File: src/rtl/joypad_responder.sv
// joypad_responder: console-side controller responder with debounced buttons and turbo.
//
// The raw button pins are synchronised and debounced per button. The debounced state
// (pressed) is optionally gated by a turbo phase for A and B. The result is latched into
// an 8-bit shift register while the console holds strobe high. It is then shifted out
// LSB-first on each joy_clock rise.
//
// Ports
//   clock       system clock, rising edge
//   reset_n     async active-low reset
//   btn_n[7:0]  raw active-low buttons: A,B,Select,Start,Up,Down,Left,Right (bit 0..7)
//   turbo_en    [0] turbo on A, [1] turbo on B (quasi-static)
//   joy_strobe  console latch line (async)
//   joy_clock   console shift clock (async)
//   joy_data    serial data to console, active-low (0 = pressed), registered
//   pressed     debounced button state, active-high, before turbo gating

// Per-button debounce: a change is accepted only after it has been seen on
// DEBOUNCE_CYCLES consecutive cycles.
module joypad_debounce #(
  parameter logic [15:0] DEBOUNCE_CYCLES = 16'd21477
) (
  input  logic clock,
  input  logic reset_n,
  input  logic level_i,    // synchronised, active-high
  output logic pressed_o
);
  logic [15:0] cnt_q, cnt_d;
  logic        pressed_q, pressed_d;

  always_comb begin
    cnt_d     = '0;
    pressed_d = pressed_q;
    if (level_i != pressed_q) begin
      if (cnt_q >= DEBOUNCE_CYCLES - 16'd1) pressed_d = level_i;
      else                                  cnt_d     = cnt_q + 16'd1;
    end
  end

  always_ff @(posedge clock or negedge reset_n) begin
    if (!reset_n) begin
      cnt_q     <= '0;
      pressed_q <= 1'b0;
    end else begin
      cnt_q     <= cnt_d;
      pressed_q <= pressed_d;
    end
  end

  assign pressed_o = pressed_q;
endmodule

module joypad_responder #(
  parameter logic [15:0] DEBOUNCE_CYCLES = 16'd21477,
  parameter logic [3:0]  TURBO_FRAMES    = 4'd3
) (
  input  logic       clock,
  input  logic       reset_n,
  input  logic [7:0] btn_n,
  input  logic [1:0] turbo_en,
  input  logic       joy_strobe,
  input  logic       joy_clock,
  output logic       joy_data,
  output logic [7:0] pressed
);
  localparam int NUM_BTNS = 8;

  // Synchronisers. The strobe/clock chains carry a third flop that holds the
  // previous synchronised level for edge detection.
  logic [7:0] btn_s1_q, btn_s2_q;
  logic [2:0] stb_q, jck_q;
  logic       stb_s2, stb_rise, jck_rise;

  always_ff @(posedge clock or negedge reset_n) begin
    if (!reset_n) begin
      btn_s1_q <= 8'hFF;
      btn_s2_q <= 8'hFF;
      stb_q    <= '0;
      jck_q    <= '0;
    end else begin
      btn_s1_q <= btn_n;
      btn_s2_q <= btn_s1_q;
      stb_q    <= {stb_q[1:0], joy_strobe};
      jck_q    <= {jck_q[1:0], joy_clock};
    end
  end

  assign stb_s2   = stb_q[1];
  assign stb_rise = stb_q[1] & ~stb_q[2];
  assign jck_rise = jck_q[1] & ~jck_q[2];

  // Debounce, one instance per button.
  for (genvar i = 0; i < NUM_BTNS; i++) begin : g_btn
    joypad_debounce #(.DEBOUNCE_CYCLES(DEBOUNCE_CYCLES)) u_db (
      .clock     (clock),
      .reset_n   (reset_n),
      .level_i   (~btn_s2_q[i]),
      .pressed_o (pressed[i])
    );
  end

  // Turbo: phase flips every TURBO_FRAMES strobe rises. On the rise cycle the
  // load still sees the old phase, so a one-cycle strobe reports the pre-toggle value.
  logic [3:0] div_q, div_d;
  logic       phase_q, phase_d;

  always_comb begin
    div_d   = div_q;
    phase_d = phase_q;
    if (stb_rise) begin
      if (div_q >= TURBO_FRAMES - 4'd1) begin
        div_d   = '0;
        phase_d = ~phase_q;
      end else begin
        div_d   = div_q + 4'd1;
      end
    end
  end

  logic [7:0] eff;
  always_comb begin
    eff    = pressed;
    eff[0] = pressed[0] & (~turbo_en[0] | phase_q);
    eff[1] = pressed[1] & (~turbo_en[1] | phase_q);
  end

  // Shift register. Strobe level has priority over a coincident clock rise.
  // After 8 shifts the line is forced low (reads as pressed) until the next strobe.
  logic [7:0] sr_q, sr_d;
  logic [3:0] cnt_q, cnt_d;
  logic       jd_q, jd_d;

  always_comb begin
    sr_d  = sr_q;
    cnt_d = cnt_q;
    jd_d  = jd_q;
    if (stb_s2) begin
      sr_d  = eff;
      cnt_d = '0;
      jd_d  = ~eff[0];
    end else if (jck_rise) begin
      sr_d  = {1'b0, sr_q[7:1]};
      cnt_d = (cnt_q == 4'd8) ? 4'd8 : cnt_q + 4'd1;
      jd_d  = (cnt_d == 4'd8) ? 1'b0 : ~sr_d[0];
    end
  end

  always_ff @(posedge clock or negedge reset_n) begin
    if (!reset_n) begin
      div_q   <= '0;
      phase_q <= 1'b0;
      sr_q    <= '0;
      cnt_q   <= '0;
      jd_q    <= 1'b1;
    end else begin
      div_q   <= div_d;
      phase_q <= phase_d;
      sr_q    <= sr_d;
      cnt_q   <= cnt_d;
      jd_q    <= jd_d;
    end
  end

  assign joy_data = jd_q;
endmodule
File: config.mk
export PLATFORM = sky130hd
export DESIGN_NAME = joypad_responder
export DESIGN_NICKNAME = d
export VERILOG_FILES = /design/src/rtl/joypad_responder.sv
export SDC_FILE = /design/constraint.sdc
export NUM_CORES = 1
export LEC_CHECK = 0
export BUFFER_PORTS_ARGS = -buffer_cell sky130_fd_sc_hd__clkbuf_2
export CAP_MARGIN = 20
export CORE_ASPECT_RATIO = 1.75
export CORE_UTILIZATION = 55
export CTS_CLUSTER_SIZE = 40
export DETAILED_ROUTE_END_ITERATION = 16
export PLACE_DENSITY = 0.76
export SETUP_SLACK_MARGIN = 0.3
export SLEW_MARGIN = 20
export SYNTH_ARGS = -nofsm -noshare
export SYNTH_HDL_FRONTEND = slang
export SYNTH_SLANG_ARGS = --single-unit
File: constraint.sdc
create_clock -name clock -period 2.9 [get_ports clock]
set_input_delay 0 -clock clock [delete_from_list [all_inputs] [get_ports clock]]
set_output_delay 0 -clock clock [all_outputs]
set_load 0.01 [all_outputs]
# After elaboration in Yosys (flattened, before gate mapping)
# Cells that the tools add are included.
# word_totals
input_bits,14
out_inout_bits,9
register_bits,176
elab_cells,110
# classes
n_addsub,10
eq_ne,10
n_bitwise,21
reduce_logical,10
order_cmp,9
muxes,25
# op_table
operator,n
$mux 16,16
$add 16x1->16 const B,8
$ge 16x15->1 const B,8
$reduce_and 2->1,9
$mux 4,4
$mux 8,2
$not 1->1,15
$add 4x1->4 const B,2
$eq 4x4->1 const B,2
$ne 1x1->1,8
$and 1x1->1,4
$ge 4x2->1 const B,1
$mux 1,3
$or 1x1->1,2
$reduce_bool 2->1,1

# Logic depth before layout (Yosys ltp)
# depth
depth_word,6
ltp_mapped,7
mapped_depth_nobuf,6

# Hierarchy
# From an unflattened synthesis, not the netlist that was laid out.
# unflattened
hier_cells,824
area_unflattened_um2,8351.8
# modules_own_cells
module,seq_area_each_um2,instances,area_per_inst_um2,cells_each
joypad_debounce (g_btn[0].u_db ...),425.4,7,858.3,88
joypad_responder,997.2,1,1503.9,120
joypad_debounce (g_btn[7].u_db),425.4,1,839.6,88

# Worst setup path before layout
# Ideal clock, no wire load.
# synth_timing
path_type,reg2reg
start,register g_btn[7].u_db.cnt_q[4]
end,register g_btn[7].u_db.cnt_q[10]
required_ns,2.829
arrival_ns,1.455
slack_ns,1.374
path_stages_with_launch,7
setup_time_ns,0.071
synth_period_minus_slack_ns,1.526
path_cell_list,dfrtp_1 -> nor3_1 -> nor3_1 -> or4_1 -> buf_2 -> buf_6 -> nor2_1
# synth_via
elab_chain_cells,3
word_cells_on_any_way,4
# synth_rtl
item,line,text
"start, declared",28,"logic [15:0] cnt_q, cnt_d;"
"start signal, assigned",45,cnt_q <= cnt_d;
$add 16x1->16 or $ge 16x15->1 (tied branches),"36, 35",
$mux 16 (*),35,if (cnt_q >= DEBOUNCE_CYCLES - 16'd1) pressed_d = level_i;
$mux 16 (*),34,if (level_i != pressed_q) begin
net g_btn[7].u_db.cnt_d[10],28,
# The timed path passes the listed nets; every way through them passes the cells marked *.
# A chain may end at the register's enable or synchronous reset.

# Worst setup path in the final report
# layout_timing
start,register g_btn[2].u_db.cnt_q[6]
end,register g_btn[2].u_db.cnt_q[2]
# layout_via
elab_chain_cells,3
# layout_rtl
item,line
"start, declared",28
"start signal, assigned",45
$ge 16x15->1,35
$mux 16,35
$mux 16,34
net g_btn[2].u_db.cnt_d[2],28
# The timed path passes the listed nets, and every way through them passes these cells.

==> results.toml <==
[outcome]
status = "complete, no violations"

[cts]
cts_buffer_depth = 2
numCtsBuffers = 17
cts_tree = "done"
insertion_delay_ns = 0.42
root_buffer = "clkbuf_16"
path_clk_slew_ns = 0.07
numClockSinks = 175
htree_levels = 4

[sta]
setup_violations = 0
worst_pin_slew_ns = 0.712
setup_tns_ns = 0
min_period_over_period = 0.623
hold_viol = 0
rsz0062_at_grt = "false"
fin_crit_ns = 1.81
fmax_mhz = 553
relSlewSlack = 0.525
layout_setup_ws_ns = 1.09
slew_viol_final = 0
fin_skew_ns = 0.00934

[final_layout]
multi_input_area_mm2 = 0.00337
n_antenna_cell = 0
nFillCells = 1182
fin_cells = 1038
drive_above_1_share = 0.0909
seq_area_mm2 = 0.00440
finalNetCount = 879
syn_to_final_growth_pct = 11.3

[synthesis]
synth_top_cell_by_area = "dfrtp_1"
yosys_warnings = 0
postSynthRegisterBits = 175
synth_top_area_share = 0.484
synthMostInstantiatedCell = "dfrtp_1"
syn_area_per_cell_um2 = 10.1
netlist-cell-type-count = 42
async_flop_share = 1.00
yosysSeqAreaShare = 0.539
synthTopCellsByArea = "dfrtp_1 (48%), xnor2_1 (8.9%), nor2_1 (7.0%)"
synth_edf_count = 0
synth_ff_type = "dfrtp_1"
ys_top_cells_by_count = "dfrtp_1 (158), nor2_1 (153), xnor2_1 (83), inv_1 (52), nand3_1 (44)"
synth.cell_area_mm2 = 0.00816
synthCells = 812

[detailed_routing]
postRouteAntennaNets = 0
first_pass_iters = 4
drt_iter0_drc = 277
drc_errors = 0
vias = 5528
avgRoutedWirePerCell_um = 13.4
routed_wl_mm = 13.9
routed_via_density = 5.33

[setup_path]
r2r-start = "g_btn[2].u_db.cnt_q[6]"
critical_path_class = "reg2reg"
cp_max_fo = 15
required_ns = 3.19
arrival_ns = 2.09
end_kind = "flop"
critPathLaunch = "g_btn[2].u_db.cnt_q[6]"
worstSetupStartpointType = "flop"

[grt]
grt_overflow = 0
grt_max_degree = 85
antenna_found_initial = 0
grt_pass1_vias = 5653
grtUsageTotal = 0.202
grt_pass1_wl_mm = 24.3

[die]
start_util = 0.565
design.core.area_mm2 = 0.0144
row_count = 58
chipWidth_um = 94.1
io_pins = 23
dieArea_mm2 = 0.0154
fp.dieH_um = 163

[placed_design]
place_congestion = 0.773
placedCellCount = 993
pre_cts_ws_ns = 1.11
port_buffers = 22
hpwl_mm = 9.20

[pwr]
worst_ir_drop_vdd_uv = 429
leakage_nw = 3.63
cellPowerDensity_mw_per_mm2 = 592

[min_path]
hp-class = "in2async"

[flow_run]
cap_violations = 0
[power breakdown]
group | internal (W) | leakage (nW) | switching [W] | total (W)
sequential | 0.00256 | 2.30 | 0.000106 | 0.00266
clock | 0.00143 | 0.287 | 0.000920 | 0.00235
combinational | 0.000133 | 1.04 | 0.000226 | 0.000360
total | 0.00412 | 3.63 | 0.00125 | 0.00537
[per-layer routing]
layer  share of wire  vias up  global-route usage
li1                -     2745                   -
met1            0.41     2700               0.226
met2            0.54       58               0.367
met3           0.023       25              0.0433
met4           0.021        0              0.0804
met5               0        -                   0
[cells by family after synthesis]
kind of cell,count (synthesis),synth area share
AOI/OAI and AO/OA,59,0.0452
and+or+nand+nor,355,0.204
DFF,175,0.539
adders and majority gates,20,0.0307
xor gates and xnor gates,111,0.119
other,1,0.000459
muxes,8,0.00996
buffers and inverters,83,0.0515
[through the flow]
step | util | area (um^2) | hold WS [ns] | power, W
3_3_place_gp | 0.578 | 8340 | -0.0213 | 0.00304
2_1_floorplan | - | 8190 | -0.296 | 0.00295
4_1_cts | 0.629 | 9080 | 0.0862 | 0.00545
6_report | 0.629 | 9080 | 0.0851 | 0.00537
3_5_place_dp | 0.578 | 8340 | -0.0164 | 0.00306
5_1_grt | 0.629 | 9080 | 0.131 | 0.00560
[worst max-delay path: stages (launching register included)]
cell and delay, ns:
dfrtp_1 0.41, nand3_1 0.19, nor4_1 0.46, or3_1 0.49, nor2_1 0.11
[path summary, 6_finish.rpt]
kind | endpoint | slack (ns) | cells after the start
max | g_btn[2].u_db.cnt_q[2] | 1.09 | 4
min | g_btn[7].u_db.cnt_q[1] | 0.09 | 2
max reg2reg | g_btn[2].u_db.cnt_q[2] | 1.09 | 4
min reg2reg | jck_q[1] | 0.35 | 0
max in group asynchronous | btn_s1_q[1] | 1.93 | 3
min in group clock | btn_s1_q[4] | 0.21 | 2
[cell type report]
class | count | area share
Sequential cell | 175 | 0.485
Multi-Input combinational cell | 561 | 0.371
Clock buffer | 24 | 0.0530
Timing Repair Buffer | 38 | 0.0310
Tap cell | 180 | 0.0248
Inverter | 52 | 0.0215
Clock inverter | 8 | 0.0143
[registers in the layout (all words and copies together) (netlist names)]
register / count
g_btn.u_db.cnt_q: 128
btn_s1_q: 8
btn_s2_q: 8
g_btn.u_db.pressed_o: 8
sr_q: 7
cnt_q: 4
div_q: 4
jck_q: 3
stb_q: 3
joy_data: 1
phase_q: 1
[cell usage in the layout, fill, tap and decap left out, drive strengths merged, types with 28 or more instances in the layout]
cell type	synthesis	routed
xnor2	83	83
nor4	30	30
inv	52	53
xor2	28	28
nand2	42	42
nor3	37	37
nand3	45	45
nor2	153	153
clkbuf	5	45
dfrtp	158	158
[repair_timing]
item / CTS / global route
endpoints found under the setup margin: 0 / 0
endpoints found under the hold margin: 65 / 0
buffers inserted: 0 / 0
hold buffers: 13 / 0
gates resized for setup: 0 / 0
No activity file was read; power rests on OpenSTA's default activity.
